## src/rtl/sc_pkg.sv

```systemverilog
// Shared types, widths and the stream-length decode for the stochastic job sequencer.
package sc_pkg;

    localparam int unsigned CNT_W  = 9;
    localparam int unsigned LEN_W  = 3;
    localparam int unsigned NIB_W  = 4;
    localparam int unsigned LFSR_W = 31;

    typedef enum logic [1:0] {
        IDLE,
        LOAD,
        RUN,
        DONE
    } state_e;

    typedef struct packed {
        logic [NIB_W-1:0] a;
        logic [NIB_W-1:0] b;
        logic [LEN_W-1:0] len;
    } job_t;

    // Codes 0..4 give 16 << code; every larger code saturates at 256.
    function automatic logic [CNT_W-1:0] len_decode(input logic [LEN_W-1:0] code);
        if (code >= LEN_W'(4)) begin
            return CNT_W'(256);
        end
        return CNT_W'(16) << code;
    endfunction

endpackage

```

## src/rtl/stochastic_job_sequencer_if.sv

```systemverilog
// Job request / result handshake bundle between a job source and the sequencer.
interface stochastic_job_sequencer_if;
    import sc_pkg::*;

    logic              req_valid;
    logic              req_ready;
    logic [NIB_W-1:0]  req_a;
    logic [NIB_W-1:0]  req_b;
    logic [LEN_W-1:0]  req_len;
    logic              abort;
    logic              res_valid;
    logic              res_ready;
    logic [CNT_W-1:0]  res_count;
    logic [LEN_W-1:0]  res_len;
    logic              busy;

    modport master (
        output req_valid, req_a, req_b, req_len, abort, res_ready,
        input  req_ready, res_valid, res_count, res_len, busy
    );

    modport slave (
        input  req_valid, req_a, req_b, req_len, abort, res_ready,
        output req_ready, res_valid, res_count, res_len, busy
    );

endinterface

```

## src/rtl/sc_lfsr31.sv

```systemverilog
// 31-bit Fibonacci LFSR, x^31 + x^28 + 1, with synchronous seed reload.
module sc_lfsr31
    import sc_pkg::*;
(
    input  logic              clk,
    input  logic              load,
    input  logic              en,
    input  logic [LFSR_W-1:0] seed,
    output logic [LFSR_W-1:0] state
);

    logic [LFSR_W-1:0] state_q;

    always_ff @(posedge clk) begin
        if (load) begin
            state_q <= seed;
        end else if (en) begin
            state_q <= {state_q[LFSR_W-2:0], state_q[30] ^ state_q[27]};
        end
    end

    assign state = state_q;

endmodule

```

## src/rtl/stochastic_job_sequencer.sv

```systemverilog
// Runs one stochastic-computing multiply job: two LFSR-driven bitstreams are XNORed
// and the ones in the product stream are counted over a selectable stream length.
module stochastic_job_sequencer
    import sc_pkg::*;
#(
    parameter logic [LFSR_W-1:0] SEED_A = 31'd1,
    parameter logic [LFSR_W-1:0] SEED_B = 31'd2
) (
    input  logic                       clk,
    input  logic                       rst_n,
    stochastic_job_sequencer_if.slave  bus
);

    state_e            state_q, state_d;
    job_t              job_q, job_d;
    logic [CNT_W-1:0]  bit_cnt_q, bit_cnt_d;
    logic [CNT_W-1:0]  ones_q, ones_d;
    logic [CNT_W-1:0]  res_count_q, res_count_d;
    logic [LEN_W-1:0]  res_len_q, res_len_d;
    logic              req_ready_q, req_ready_d;
    logic              res_valid_q, res_valid_d;
    logic              busy_q, busy_d;

    logic [LFSR_W-1:0] lfsr_a, lfsr_b;
    logic              lfsr_load_c, lfsr_en_c;
    logic              bit_a_c, bit_b_c, prod_c, last_c;
    logic [CNT_W-1:0]  len_c;
    logic              unused_lfsr_hi;

    sc_lfsr31 u_lfsr_a (
        .clk   (clk),
        .load  (lfsr_load_c | rst_n),
        .en    (lfsr_en_c),
        .seed  (SEED_A),
        .state (lfsr_a)
    );

    sc_lfsr31 u_lfsr_b (
        .clk   (clk),
        .load  (lfsr_load_c | rst_n),
        .en    (lfsr_en_c),
        .seed  (SEED_B),
        .state (lfsr_b)
    );

    // Only the low nibble is compared; the upper bits just feed the shift chain.
    assign unused_lfsr_hi = ^{lfsr_a[LFSR_W-1:NIB_W], lfsr_b[LFSR_W-1:NIB_W]};

    always_comb begin
        state_d     = state_q;
        job_d       = job_q;
        bit_cnt_d   = bit_cnt_q;
        ones_d      = ones_q;
        res_count_d = res_count_q;
        res_len_d   = res_len_q;
        lfsr_load_c = 1'b0;
        lfsr_en_c   = 1'b0;

        bit_a_c = (lfsr_a[NIB_W-1:0] < job_q.a);
        bit_b_c = (lfsr_b[NIB_W-1:0] < job_q.b);
        prod_c  = ~(bit_a_c ^ bit_b_c);
        len_c   = len_decode(job_q.len);
        last_c  = (bit_cnt_q == len_c - CNT_W'(1));

        unique case (state_q)
            IDLE: begin
                if (bus.req_valid && req_ready_q) begin
                    job_d   = '{a: bus.req_a, b: bus.req_b, len: bus.req_len};
                    state_d = LOAD;
                end
            end
            LOAD: begin
                lfsr_load_c = 1'b1;
                bit_cnt_d   = '0;
                ones_d      = '0;
                state_d     = bus.abort ? IDLE : RUN;
            end
            RUN: begin
                // Abort outranks completion of the final stream bit.
                if (bus.abort) begin
                    state_d = IDLE;
                end else begin
                    lfsr_en_c = 1'b1;
                    ones_d    = ones_q + CNT_W'(prod_c);
                    bit_cnt_d = bit_cnt_q + CNT_W'(1);
                    if (last_c) begin
                        res_count_d = ones_d;
                        res_len_d   = job_q.len;
                        state_d     = DONE;
                    end
                end
            end
            DONE: begin
                if (bus.res_ready) begin
                    state_d = IDLE;
                end
            end
            default: state_d = IDLE;
        endcase

        req_ready_d = (state_d == IDLE);
        res_valid_d = (state_d == DONE);
        busy_d      = (state_d != IDLE);
    end

    always_ff @(posedge clk) begin
        if (rst_n) begin
            state_q     <= IDLE;
            job_q       <= '0;
            bit_cnt_q   <= '0;
            ones_q      <= '0;
            res_count_q <= '0;
            res_len_q   <= '0;
            req_ready_q <= 1'b0;
            res_valid_q <= 1'b0;
            busy_q      <= 1'b0;
        end else begin
            state_q     <= state_d;
            job_q       <= job_d;
            bit_cnt_q   <= bit_cnt_d;
            ones_q      <= ones_d;
            res_count_q <= res_count_d;
            res_len_q   <= res_len_d;
            req_ready_q <= req_ready_d;
            res_valid_q <= res_valid_d;
            busy_q      <= busy_d;
        end
    end

    assign bus.req_ready = req_ready_q;
    assign bus.res_valid = res_valid_q;
    assign bus.res_count = res_count_q;
    assign bus.res_len   = res_len_q;
    assign bus.busy      = busy_q;

endmodule

```

## src/flat_wrapper.sv

```systemverilog
// flat-port wrapper written by rule: the top's interface ports become plain ports
module stochastic_job_sequencer_flat import sc_pkg::*;
#(
    parameter logic [LFSR_W-1:0] SEED_A = 31'd1,
    parameter logic [LFSR_W-1:0] SEED_B = 31'd2
)
  (clk, rst_n, bus_req_valid, bus_req_a, bus_req_b, bus_req_len, bus_abort, bus_res_ready, bus_req_ready, bus_res_valid, bus_res_count, bus_res_len, bus_busy);
  stochastic_job_sequencer_if bus_i ();
  input  logic clk;
  input  logic rst_n;
  input wire logic [$bits(bus_i.req_valid)-1:0] bus_req_valid;
  input wire logic [$bits(bus_i.req_a)-1:0] bus_req_a;
  input wire logic [$bits(bus_i.req_b)-1:0] bus_req_b;
  input wire logic [$bits(bus_i.req_len)-1:0] bus_req_len;
  input wire logic [$bits(bus_i.abort)-1:0] bus_abort;
  input wire logic [$bits(bus_i.res_ready)-1:0] bus_res_ready;
  output wire logic [$bits(bus_i.req_ready)-1:0] bus_req_ready;
  output wire logic [$bits(bus_i.res_valid)-1:0] bus_res_valid;
  output wire logic [$bits(bus_i.res_count)-1:0] bus_res_count;
  output wire logic [$bits(bus_i.res_len)-1:0] bus_res_len;
  output wire logic [$bits(bus_i.busy)-1:0] bus_busy;
  assign bus_i.req_valid = bus_req_valid;
  assign bus_i.req_a = bus_req_a;
  assign bus_i.req_b = bus_req_b;
  assign bus_i.req_len = bus_req_len;
  assign bus_i.abort = bus_abort;
  assign bus_i.res_ready = bus_res_ready;
  assign bus_req_ready = bus_i.req_ready;
  assign bus_res_valid = bus_i.res_valid;
  assign bus_res_count = bus_i.res_count;
  assign bus_res_len = bus_i.res_len;
  assign bus_busy = bus_i.busy;
  stochastic_job_sequencer #(.SEED_A(SEED_A), .SEED_B(SEED_B)) u_core (.clk(clk), .rst_n(rst_n), .bus(bus_i));
endmodule
```

## config.mk

```make
export PLATFORM = sky130hd
export DESIGN_NAME = stochastic_job_sequencer_flat
export DESIGN_NICKNAME = d
export VERILOG_FILES = /design/src/rtl/sc_pkg.sv /design/src/rtl/stochastic_job_sequencer_if.sv /design/src/rtl/sc_lfsr31.sv /design/src/rtl/stochastic_job_sequencer.sv /design/src/flat_wrapper.sv
export SDC_FILE = /design/constraint.sdc
export NUM_CORES = 1
export LEC_CHECK = 0
export BUFFER_PORTS_ARGS = -buffer_cell sky130_fd_sc_hd__buf_2
export CAP_MARGIN = 20
export CORE_MARGIN = 2
export CORE_UTILIZATION = 45
export CTS_CLUSTER_DIAMETER = 150
export DETAILED_ROUTE_END_ITERATION = 10
export SKIP_LAST_GASP = 1
export SLEW_MARGIN = 30
export SYNTH_ARGS = -nofsm -noshare
export SYNTH_HDL_FRONTEND = slang
export SYNTH_HIERARCHICAL = 1
export SYNTH_SLANG_ARGS = --single-unit
```

## constraint.sdc

```tcl
create_clock -name clk -period 2.6 [get_ports clk]
set_input_delay 0.13 -clock clk [delete_from_list [all_inputs] [get_ports clk]]
set_output_delay 0.13 -clock clk [all_outputs]
set_load 0.05 [all_outputs]
```

==> results of run 1 <==
-- layout by cell type, fill, tap and decap left out, drive strengths merged, types with 7 or more instances in the layout --
cell type / synthesis / routed
a21oi: 22 / 22
buf: 10 / 45
clkbuf: 10 / 10
conb: 2 / 62
dfxtp: 46 / 46
dlygate4sd3: 0 / 11
edfxtp: 62 / 62
ha: 9 / 9
mux2: 60 / 60
mux2i: 7 / 7
nand2: 34 / 34
nor2: 39 / 39
o21ai: 9 / 9
xnor2: 9 / 9
xor2: 9 / 9
-- power by group through the flow --
stage,registers [mW],logic (mW),clock network [mW]
after floorplan,2.02,0.332,0
after global placement,2.02,0.395,0
after detailed placement,2.03,0.402,0
after CTS,1.99,0.418,1.15
after global routing,2.00,0.470,1.20
final,1.99,0.426,1.10
-- sequential cells by signal (all words and copies together), names as in the netlist --
name / flops
u_core/ones_q: 9
u_core/job_q: 11
u_core/state_q: 2
u_core/u_lfsr_a/state: 31
u_core/bus.res_len: 3
u_core/bus.busy: 1
u_core/bit_cnt_q: 9
u_core/bus.res_valid: 1
u_core/u_lfsr_b/state: 31
u_core/bus.res_count: 9
u_core/bus.req_ready: 1
-- metrics by stage --
| step | power, mW | hold WS, ns | instances | utilization [%] |
|---|---|---|---|---|
| finish | 3.52 | 0.0608 | 640 | 54.5 |
| global placement | 2.42 | 0.370 | 611 | 51.1 |
| detailed placement | 2.43 | 0.380 | 611 | 51.1 |
| CTS | 3.55 | 0.0315 | 638 | 54.1 |
| floorplan | 2.35 | 0.266 | 448 | - |
| global route | 3.68 | 0.0957 | 640 | 54.5 |
-- cell families after synthesis --
group	count (synthesis)
buffers and inverters	27
other	2
and+or+nand+nor	108
xor gates and xnor gates	18
DFF	108
muxes	67
adders and majority gates	9
AOI/OAI and AO/OA	49
-- synthesized netlist by cell type, types with 3 or more instances --
| cell | instances | area, um^2 |
|---|---|---|
| dfxtp_1 | 46 | 921 |
| edfxtp_1 | 62 | 1860 |
| o21ai_0 | 9 | 45.0 |
| inv_1 | 6 | 22.5 |
| a22oi_1 | 5 | 37.5 |
| xor2_1 | 9 | 78.8 |
| mux2_2 | 6 | 67.6 |
| nand3_1 | 5 | 25.0 |
| nor2_1 | 39 | 146 |
| nand4_1 | 3 | 18.8 |
| nand2_1 | 34 | 128 |
| mux2i_1 | 7 | 70.1 |
| a21o_1 | 5 | 37.5 |
| or3_1 | 3 | 18.8 |
| xnor2_1 | 9 | 78.8 |
| nand2b_1 | 5 | 31.3 |
| ha_1 | 9 | 113 |
| a21oi_1 | 22 | 110 |
| clkbuf_1 | 10 | 37.5 |
| nor3_1 | 6 | 30.0 |
| buf_12 | 4 | 80.1 |
| buf_6 | 4 | 45.0 |
| a211oi_2 | 5 | 62.6 |
| mux2_4 | 54 | 811 |
-- layout make-up --
type	instances	area share [%]
flip-flops and latches	108	46.9
multi-input cells	313	39.1
repair buffers	56	6.92
well taps	140	2.95
clock buffers	10	2.15
clock inverters	6	1.50
inverters	7	0.443
-- path summary, 6_finish.rpt --
check	endpoint	cells after the start	start	slack, ns
setup / recovery	u_core/ones_q[4]	12	u_core/u_lfsr_b/state[1]	0.13
hold / removal	u_core/bus.req_ready	3	bus_abort	0.06
setup reg to reg	u_core/ones_q[4]	12	u_core/u_lfsr_b/state[1]	0.13
hold reg to reg	u_core/job_q[5]	2	u_core/job_q[5]	0.46
-- timing repair --
action                                  4_1_cts  5_1_grt
resized for setup                             1        6
endpoints found under the setup margin        2        8
hold endpoints to repair                     11        0
hold buffers                                 11        0
pin swaps                                     0        4
buffers inserted                              0        2
-- routing by layer --
metal  GRT usage [%]  share of wire (%)  up-vias
li1                -                  -     1538
met1            22.0                 49     1515
met2            24.4                 46       48
met3            3.29                3.6       11
met4            7.05                1.7        0
met5               0                  0        -
-- worst max-delay path, stage by stage, from the launching register on --
cell	delay, ns
edfxtp_1	0.41
ha_1	0.28
a21o_1	0.15
a21o_1	0.19
a21oi_2	0.15
xnor2_1	0.14
ha_2	0.21
ha_2	0.20
nand3_4	0.10
buf_4	0.16
a21o_1	0.17
a21oi_1	0.13
nor2_1	0.05
==> reports/metrics.yaml, run 1 <==
status: "finished clean"
p_sw_mw: 0.798
die-area_um2: 12100
fin_tns_setup_ns: 0
critical_path.endpoint_type: "flip-flop"
avgRoutedWirePerCell_um: 13.7
die_h_um: 110
hp-class: "input pin to flip-flop"
fin_area_um2: 5930
worstPathMaxFanout: 4
synth_compound_gate_area_share_pct: 6.60
ant_nets: 0
fp.coreArea_um2: 10900
netlist_area_um2: 5060
sequentialPowerShare_pct: 56.5
clk_latency_ns: 0.38
fmax_mhz: 404
routed_wl_um: 8770
multi_input_area_um2: 2320
finalHoldViolations: 0
fp-row-count: 38
power_density_nw_per_um2: 593
synth-xor-area-share_pct: 3.11
arrival_ns: 2.73
pwr-share-clk_pct: 31.4
synthSimpleGateAreaFrac_pct: 9.86
synthFlopType: "edfxtp_1"
drtIter0Drc: 113
synth-seq-cells: 108
critPathLaunchType: "flip-flop"
numCtsBuffers: 9
layout-drive-gt1-share_pct: 27.6
drc_errors: 0
fin_ws_ns: 0.126
port_buffers: 30
finalCriticalPeriod_ns: 2.47
critical_path_class: "flip-flop to flip-flop"
required_ns: 2.86
ys_seq_area_share_pct: 55.0
finalSetupViolations: 0
antenna_found_initial: 0
max_cap_violations: 0
netSwitchingFraction_pct: 22.7
syn_to_final_growth_pct: 17.2
clock_skew_ns: 0.0116
fill_cells: 937
grt_first_pass_wirelength_um: 14800
seq_area_um2: 2780
clock-sinks: 108
start_util_pct: 46.5
via_per_inst: 4.86
synth-adder-area-share_pct: 2.22
synthCells: 388
grt_overflow: 0
antenna_cells: 0
vias: 3112
dp_hpwl_um: 5510
worst-slew-pin-transition_ns: 0.627
vdd_ir_drop_max_uv: 385
chipWidth_um: 110
clk_pin_slew_ns: 0.10
fin_crit_sh_pct: 95.2
yosysWarnings: 6
grt_max_degree: 40
power_leakage_nw: 2.40
io_pins: 31
routabilityCongestion: 0.764
cts_max_level: 3
grt_pass1_vias: 3041
synth_top_family_by_area: "multiplexers"
pwr-share-comb_pct: 12.1
p_int_mw: 2.72
nNetsFinal: 520
dpl_cell_area_um2: 5560
synth_cell_types: 39
final-max-slew-violation-count: 0
clockBufferDepth: 2
synthArstFlopShare_pct: 0
syn_area_per_cell_um2: 13.0
muxShareOfSynthArea_pct: 18.7
clockRootBuffer: "clkbuf_8"
timing.slew.headroom_pct: 58.2
drt_pass1_iterations: 4
grtUsageTotal_pct: 16.0
pre_cts_ws_ns: -0.000403
synth_edf_count: 62
cts_tree: "built"
No activity file was read; power rests on OpenSTA's default activity.
==> run 2, diff against run 1 <==
- clock period: 2.6 -> 2.9 ns (I/O delays scaled with it)
==> run 2 against run 1 <==
Against the previous run: power fell by 14%; global-route usage down 0.50 points; sequential power decreased by 11%.
==> reports/metrics.yaml, run 2 (same netlist as run 1, synthesis figures left out) <==
fin_tns_setup_ns: 0  # unchanged
grt_pass1_vias: 2984  # -1.9%
required_ns: 3.20  # +0.34 ns
final-max-slew-violation-count: 0  # unchanged
routabilityCongestion: 0.746  # -2.4%
avgRoutedWirePerCell_um: 13.4  # -2.0%
pre_cts_ws_ns: 0.165  # +0.166 ns
fmax_mhz: 374  # -7.4%
critical_path.endpoint_type: "flip-flop"
die-area_um2: 12100  # unchanged
reg2reg_from: "u_core/u_lfsr_b/state[1]"
antenna_found_initial: 0  # unchanged
dp_hpwl_um: 5360  # -2.8%
timing.slew.headroom_pct: 59.2  # +1.0 points
antenna_cells: 0  # unchanged
drt_pass1_iterations: 4  # unchanged
post_cts_buffers: 0  # unchanged
port_buffers: 30  # unchanged
layout_common_cells: "conb_1, edfxtp_1, mux2_4, dfxtp_1, nor2_1"
start_util_pct: 46.5  # unchanged
clk_pin_slew_ns: 0.09  # about the same
grt_max_degree: 40  # unchanged
fp.coreArea_um2: 10900  # unchanged
drtIter0Drc: 86  # -24%
clock-sinks: 108  # unchanged
finalHoldViolations: 0  # unchanged
io_pins: 31  # unchanged
hp-class: "input pin to flip-flop"
critical_path_class: "flip-flop to flip-flop"
arrival_ns: 2.97  # +0.24 ns
worstPathMaxFanout: 6  # +2
fp-row-count: 38  # unchanged
numCtsBuffers: 9  # unchanged
critPathLaunchType: "flip-flop"
p_total_mw: 3.04  # -14%
power_leakage_nw: 2.32  # -3.1%
holdCritStartpoint: "bus_req_b[2]"
timing.critical_path.from: "u_core/u_lfsr_b/state[1]"
vdd_ir_drop_max_uv: 275  # -29%
clock_skew_ns: 0.00917  # -0.00242 ns
syn_to_final_growth_pct: 13.0
cts_max_level: 3  # unchanged
seq_area_um2: 2780  # unchanged
max_cap_violations: 0  # unchanged
nNetsFinal: 504  # -3.1%
fin_ws_ns: 0.227  # +0.102 ns
layout-drive-gt1-share_pct: 25.6  # -2.0 points
vias: 2976  # -4.4%
power_density_nw_per_um2: 531  # -10%
fill_cells: 951  # +1.5%
grtUsageTotal_pct: 15.5  # -0.50 points
timing.hold.ws_ns: 0.0224  # -0.0384 ns
clockBufferDepth: 2  # unchanged
status: "finished clean"
die_h_um: 110  # unchanged
reg2reg_slack_ns: 0.23  # +0.10 ns
finalSetupViolations: 0  # unchanged
drc_errors: 0  # unchanged
clk_latency_ns: 0.36  # -0.02 ns
ant_nets: 0  # unchanged
grt_overflow: 0  # unchanged
finalCriticalPeriod_ns: 2.67  # +0.198 ns
grt_first_pass_wirelength_um: 14400  # -2.8%
cts_tree: "built"
clockRootBuffer: "clkbuf_8"
via_per_inst: 4.77  # -1.9%
fin_crit_sh_pct: 92.2  # -3.0 points
multi_input_area_um2: 2300  # -1.1%
routed_wl_um: 8380  # -4.4%
rsz0062_at_grt: "no"
chipWidth_um: 110  # unchanged
worst-slew-pin-transition_ns: 0.610  # -0.0167 ns
==> run 2: metal layers <==
layer / wire length, um / vias up / track usage, %
met5: 0 / - / 0
met4: 119 / 0 / 6.24
met3: 233 / 8 / 3.41
met2: 3720 / 37 / 23.3
met1: 4310 / 1426 / 21.7
li1: - / 1505 / -
==> run 2: power breakdown <==
part	internal, mW	total [mW]	leakage [nW]	switching, mW
Clock	0.423	0.904	0.100	0.481
Combinational	0.188	0.352	1.24	0.164
Sequential	1.74	1.78	0.984	0.0399
Total	2.36	3.04	2.32	0.685
==> run 2: repair_timing <==
item / in CTS / in global routing
setup endpoints to repair: 0 / 2
gates resized for setup: 0 / 1
endpoints found under the hold margin: 3 / 0
hold buffers: 3 / 0
==> run 2: cell type report <==
class / instances / area share, %
Clock buffer: 12 / 2.54
Inverter: 7 / 0.459
Multi-Input combinational cell: 313 / 40.2
Timing Repair Buffer: 40 / 4.29
Clock inverter: 4 / 0.853
Tap cell: 140 / 3.06
Sequential cell: 108 / 48.6
==> run 2: critical path, stage by stage (launching register included) <==
cell	delay, ns
edfxtp_1	0.40
ha_1	0.28
a21o_1	0.15
a21o_1	0.17
a21oi_1	0.17
xnor2_1	0.14
ha_1	0.22
ha_1	0.26
nand3_2	0.17
nor3_1	0.24
xor2_1	0.21
a22oi_1	0.09
nor2_1	0.11
==> run 2: worst paths after layout <==
kind,depth (start not counted),end
max reg2reg,12,u_core/ones_q[8]
min,3,u_core/job_q[5]
min reg2reg,2,u_core/job_q[9]
max,12,u_core/ones_q[8]
==> run 2: through the flow <==
stage	utilization (%)	cell area [um^2]	cells
finish	52.5	5720	624
global placement	50.4	5490	605
global route	52.5	5720	624
detailed placement	50.4	5490	605
CTS	52.5	5720	624
floorplan	-	5290	448
